--- src/rtl/uart_pkg.sv ---
// Shared UART definitions: transmitter state encoding, parity modes and parity helper.
package uart_pkg;

  typedef enum logic [2:0] {
    ST_IDLE,
    ST_ALIGN,
    ST_START,
    ST_DATA,
    ST_PARITY,
    ST_STOP
  } state_t;

  localparam logic [1:0] PAR_NONE = 2'd0;
  localparam logic [1:0] PAR_ODD  = 2'd1;
  localparam logic [1:0] PAR_EVEN = 2'd2;

  // Narrower data words are zero-extended by the caller; zeros do not change the XOR.
  function automatic logic parity_bit(input logic [7:0] data, input logic [1:0] mode);
    logic p;
    case (mode)
      PAR_ODD:  p = ~^data;
      PAR_EVEN: p = ^data;
      default:  p = 1'b0;
    endcase
    return p;
  endfunction

endpackage

--- src/rtl/uart_tx_tick.sv ---
// UART transmitter framing a parallel byte onto txd, one bit per external baud tick.
// Start, LSB-first data, optional parity and stop bits; the clock is never divided here.
module uart_tx_tick
  import uart_pkg::*;
#(
  parameter int DATA_BITS = 8,
  parameter int PARITY    = 0,
  parameter int STOP_BITS = 1
) (
  input  logic                 clk,
  input  logic                 rst,
  input  logic                 bps_tick,
  input  logic [DATA_BITS-1:0] tx_data,
  input  logic                 tx_valid,
  output logic                 tx_ready,
  output logic                 tx_done,
  output logic                 busy,
  output logic                 txd
);

  localparam int               CNT_W     = $clog2(DATA_BITS);
  localparam logic [CNT_W-1:0] LAST_BIT  = CNT_W'(DATA_BITS - 1);
  localparam logic             LAST_STOP = 1'(STOP_BITS - 1);
  localparam logic [1:0]       PAR_MODE  = 2'(PARITY);

  state_t                 state;
  logic [DATA_BITS-1:0]   shift;
  logic                   par;
  logic [CNT_W-1:0]       bit_cnt;
  logic                   stop_cnt;

  assign tx_ready = (state == ST_IDLE);

  // txd is loaded together with each state change so the pin always matches the state.
  always_ff @(posedge clk or posedge rst) begin
    if (rst) begin
      state    <= ST_IDLE;
      txd      <= 1'b1;
      busy     <= 1'b0;
      tx_done  <= 1'b0;
      shift    <= '0;
      par      <= 1'b0;
      bit_cnt  <= '0;
      stop_cnt <= 1'b0;
    end else begin
      tx_done <= 1'b0;
      case (state)
        ST_IDLE: begin
          txd <= 1'b1;
          if (tx_valid) begin
            shift <= tx_data;
            par   <= parity_bit(8'(tx_data), PAR_MODE);
            busy  <= 1'b1;
            state <= ST_ALIGN;
          end
        end
        ST_ALIGN: begin
          if (bps_tick) begin
            txd   <= 1'b0;
            state <= ST_START;
          end
        end
        ST_START: begin
          if (bps_tick) begin
            txd     <= shift[0];
            bit_cnt <= '0;
            state   <= ST_DATA;
          end
        end
        ST_DATA: begin
          if (bps_tick) begin
            shift <= shift >> 1;
            if (bit_cnt == LAST_BIT) begin
              if (PAR_MODE != PAR_NONE) begin
                txd   <= par;
                state <= ST_PARITY;
              end else begin
                txd      <= 1'b1;
                stop_cnt <= 1'b0;
                state    <= ST_STOP;
              end
            end else begin
              txd     <= shift[1];
              bit_cnt <= bit_cnt + 1'b1;
            end
          end
        end
        ST_PARITY: begin
          if (bps_tick) begin
            txd      <= 1'b1;
            stop_cnt <= 1'b0;
            state    <= ST_STOP;
          end
        end
        ST_STOP: begin
          if (bps_tick) begin
            if (stop_cnt == LAST_STOP) begin
              tx_done <= 1'b1;
              busy    <= 1'b0;
              state   <= ST_IDLE;
            end else begin
              stop_cnt <= stop_cnt + 1'b1;
            end
          end
        end
        default: begin
          txd   <= 1'b1;
          busy  <= 1'b0;
          state <= ST_IDLE;
        end
      endcase
    end
  end

endmodule

--- config.mk ---
export PLATFORM = sky130hd
export DESIGN_NAME = uart_tx_tick
export DESIGN_NICKNAME = d
export VERILOG_FILES = /design/src/rtl/uart_pkg.sv /design/src/rtl/uart_tx_tick.sv
export SDC_FILE = /design/constraint.sdc
export NUM_CORES = 1
export LEC_CHECK = 0
export CORE_ASPECT_RATIO = 0.75
export CORE_MARGIN = 1
export CORE_UTILIZATION = 45
export CTS_CLUSTER_DIAMETER = 120
export DETAILED_ROUTE_END_ITERATION = 10
export GPL_TIMING_DRIVEN = 0
export PLACE_DENSITY = 0.7
export SLEW_MARGIN = 25
export SYNTH_ARGS = -nofsm -noshare
export SYNTH_HDL_FRONTEND = slang
export SYNTH_SLANG_ARGS = --single-unit
--- constraint.sdc ---
create_clock -name clk -period 2.1 [get_ports clk]
set_input_delay 0.42 -clock clk [delete_from_list [all_inputs] [get_ports clk]]
set_output_delay 0.42 -clock clk [all_outputs]
set_load 0.01 [all_outputs]
==> key figures <==
Power
  – Worst IR Drop VDD: 0.000665 V
  – Clock Power Share: 12.9%
  – Sw Ratio: 32.8%
  – Sw Pwr: 0.440 mW
  – PD cells: 1220 nW/µm²
  – Sequential power share: 41.4%
  – Tot Pwr: 1.34 mW
  – Combinational Power Share: 45.7%
  – Internal power: 0.901 mW
  – P_leak: 0.504 nW

Logic synthesis
  – Post-Syn Area: 905 µm²
  – XOR/XNOR Fraction of Synth Area: 0%
  – Post-synth top cells: dfrtp_1 (16), mux2_2 (15), inv_1 (5)
  – Most numerous cell in the Yosys netlist: dfrtp_1
  – Synthesized area per cell: 11.5 µm²
  – Seq/Total Area, Yosys: 47.2%
  – Area share of the largest cell type after synthesis: 44.3%
  – Post-synth top flop: dfrtp_1
  – Largest family of logic cells by synthesized area: multiplexers
  – Post-synth EDFFs: 0
  – Simple-gate share of the synthesized area: 12.6%
  – Synth area leader: dfrtp_1
  – Compound-Gate Fraction of Synth Area: 13.8%
  – Distinct cells, synth: 28
  – Syn Inst Count: 79
  – YS warnings: 0
  – Post-Synth Adder-Cell Area: 2.77%
  – Post-synthesis mux area share: 19.8%
  – Ranking of synthesized cells by area: dfrtp_1 (44%), mux2_2 (19%), dfstp_2 (2.9%), ha_1 (2.8%), a21oi_1 (2.2%)
  – Post-synthesis register bit count: 17
  – Syn nets: 93
  – Async SR Flop Fraction: 100%

Clock tree
  – TritonCTS clock tree: built
  – Clock Path Buffers: 2
  – Hold Buf Count CTS: 0
  – Post-CTS Setup Bufs: 0
  – TritonCTS buffer count: 3
  – CTS Root Cell: clkbuf_4
  – Clk slew on worst S/H paths: 0.10 ns
  – Num Clock Sinks: 17
  – H-tree depth: 1
  – Clk Latency, worst-skew pair: 0.29 ns

Global route
  – First-pass GRT wire length: 2480 µm
  – Gr usage total: 17.6%
  – Vias in the first global route: 552
  – Gr ovfl total: 0
  – Largest net degree at the start of global routing: 18
  – Initial antenna violation count: 0

Layout
  – Final instance area: 1100 µm²
  – Antenna Cells: 0
  – Synthesis-to-finish area growth: 21.2%
  – Number of fill cells: 163
  – Core Util, Final: 60.7%
  – Count of nets after finishing: 110
  – Layout cells sized above 1: 29.5%

Timing
  – Post-route clock period utilization: 86.0%
  – Min cycle time layout: 1.81 ns
  – Max Slew Vio Count: 0
  – Worst Clk Skew: 0.00742 ns
  – Slew margin rel.: 57.4%
  – Setup violations, final: 0
  – Final hold vios: 0
  – Fmax: 554 MHz
  – Worst-margin pin slew: 0.638 ns
  – RSZ-0062 raised after global routing: false

Placed design
  – DPL Wire Length: 1150 µm
  – IO Port Bufs: 14
  – Gpl congestion: 0.753
  – Area after DPL: 1070 µm²

Floorplanning
  – Die X: 53.8 µm
  – Die height: 40.8 µm
  – I/O pins: 16
  – Starting Density: 50.1%
  – Row count: 13
  – Die area: 2200 µm²
  – Std-Cell Core Area: 1810 µm²

Critical path
  – Worst Setup End Kind: flip-flop
  – CP Launch Type: input pin
  – CP arrival: 1.98 ns
  – Worst-path fanout max: 8
  – Setup CP Type: input pin to flip-flop
  – Worst EP required: 2.28 ns

Flow run
  – Max cap viols: 0

Run status
  – Status: finished clean

Drt
  – Routed Wire Length: 1540 µm
  – Via count: 642
  – Initial DRC Count: 9
  – Antenna-violating nets left: 0
  – DR WL/cell: 13.2 µm
  – DR vias/cell: 5.49
  – First-pass DRT Iterations: 4
  – Drt drc: 0

Hold path
  – Worst Hold Class: input pin to flip-flop
## sequential cells by signal, indices dropped and copies added (netlist names)
signal   flops
shift        8
bit_cnt      3
state        3
busy         1
tx_done      1
txd          1
## cell usage in the layout, fill, tap and decap left out, drive strengths merged
master and instances:
dfrtp 16, mux2 15, clkdlybuf4s50 13, inv 5
a21oi 5, clkbuf 5, nand2 3, nand2b 3
nor3 3, nor2 3, nand3 2, a21o 2
a22o 2, o21ai 2, ha 2, nand3b 2
or3b 1, buf 1, nor3b 1, mux2i 1
or4b 1, o311ai 1, o21ba 1, o221ai 1
a211oi 1, o221a 1, dlymetal6s2s 1, dfstp 1
## power by group through the flow
stage / combinational [mW] / sequential, mW / clock (mW)
after floorplan: 0.493 / 0.535 / 0
after global placement: 0.622 / 0.542 / 0
after detailed placement: 0.642 / 0.548 / 0
after CTS: 0.627 / 0.555 / 0.183
after global routing: 0.688 / 0.576 / 0.201
final: 0.612 / 0.555 / 0.173
## kinds of logic (layout without fill, tap and decap cells)
kind of cell | Yosys count | count (layout)
flops | 17 | 17
compound gates | 16 | 16
mux | 16 | 16
fa+ha+maj | 2 | 2
buf+inv | 9 | 25
simple gates | 19 | 19
## metal layers
metal	vias up	global-route usage (%)	share of wire, %
li1	319	-	-
met1	306	21.0	48
met2	15	27.5	46
met3	2	8.15	5.6
met4	0	7.89	0.78
met5	-	0	0
## area by class of cell
class / instances / area [µm²] / share of cell area [%]
timing repair buffer: 14 / 143 / 13.0
sequential: 17 / 429 / 39.2
inverter: 5 / 18.8 / 1.71
clock buffer: 4 / 26.3 / 2.40
multi-input combinational: 53 / 443 / 40.4
buffer: 2 / 8.76 / 0.799
tap: 22 / 27.5 / 2.51
## worst max-delay path, stage by stage
cell	delay, ns
clkdlybuf4s50_1	0.47
or3b_4	0.40
a21oi_4	0.31
mux2_2	0.38
## timing repair
item | in CTS | in global routing
resized for setup | 0 | 3
endpoints found under the hold margin | 0 | 0
endpoints found under the setup margin | 1 | 1
## metrics by stage
stage / TNS (ns) / hold WS, ns / worst slack, ns / instances
floorplan: 0 / 0.345 / 0.455 / 79
global placement: 0 / 0.486 / 0.0110 / 115
detailed placement: -0.0772 / 0.493 / -0.0211 / 115
CTS: 0 / 0.468 / 0.0403 / 117
global route: 0 / 0.485 / 0.240 / 117
finish: 0 / 0.471 / 0.293 / 117
## final timing paths
path,from,slack [ns],cells past startpoint,to
max,tx_valid,0.29,4,shift[2]
min,bps_tick,0.47,3,tx_done
max reg2reg,state[0],0.33,3,shift[2]
min reg2reg,shift[4],0.51,1,shift[4]
max in group asynchronous,rst,1.15,2,state[2]
min in group asynchronous,rst,0.50,2,shift[6]
Note: power is estimated with default switching activity, not from simulation.
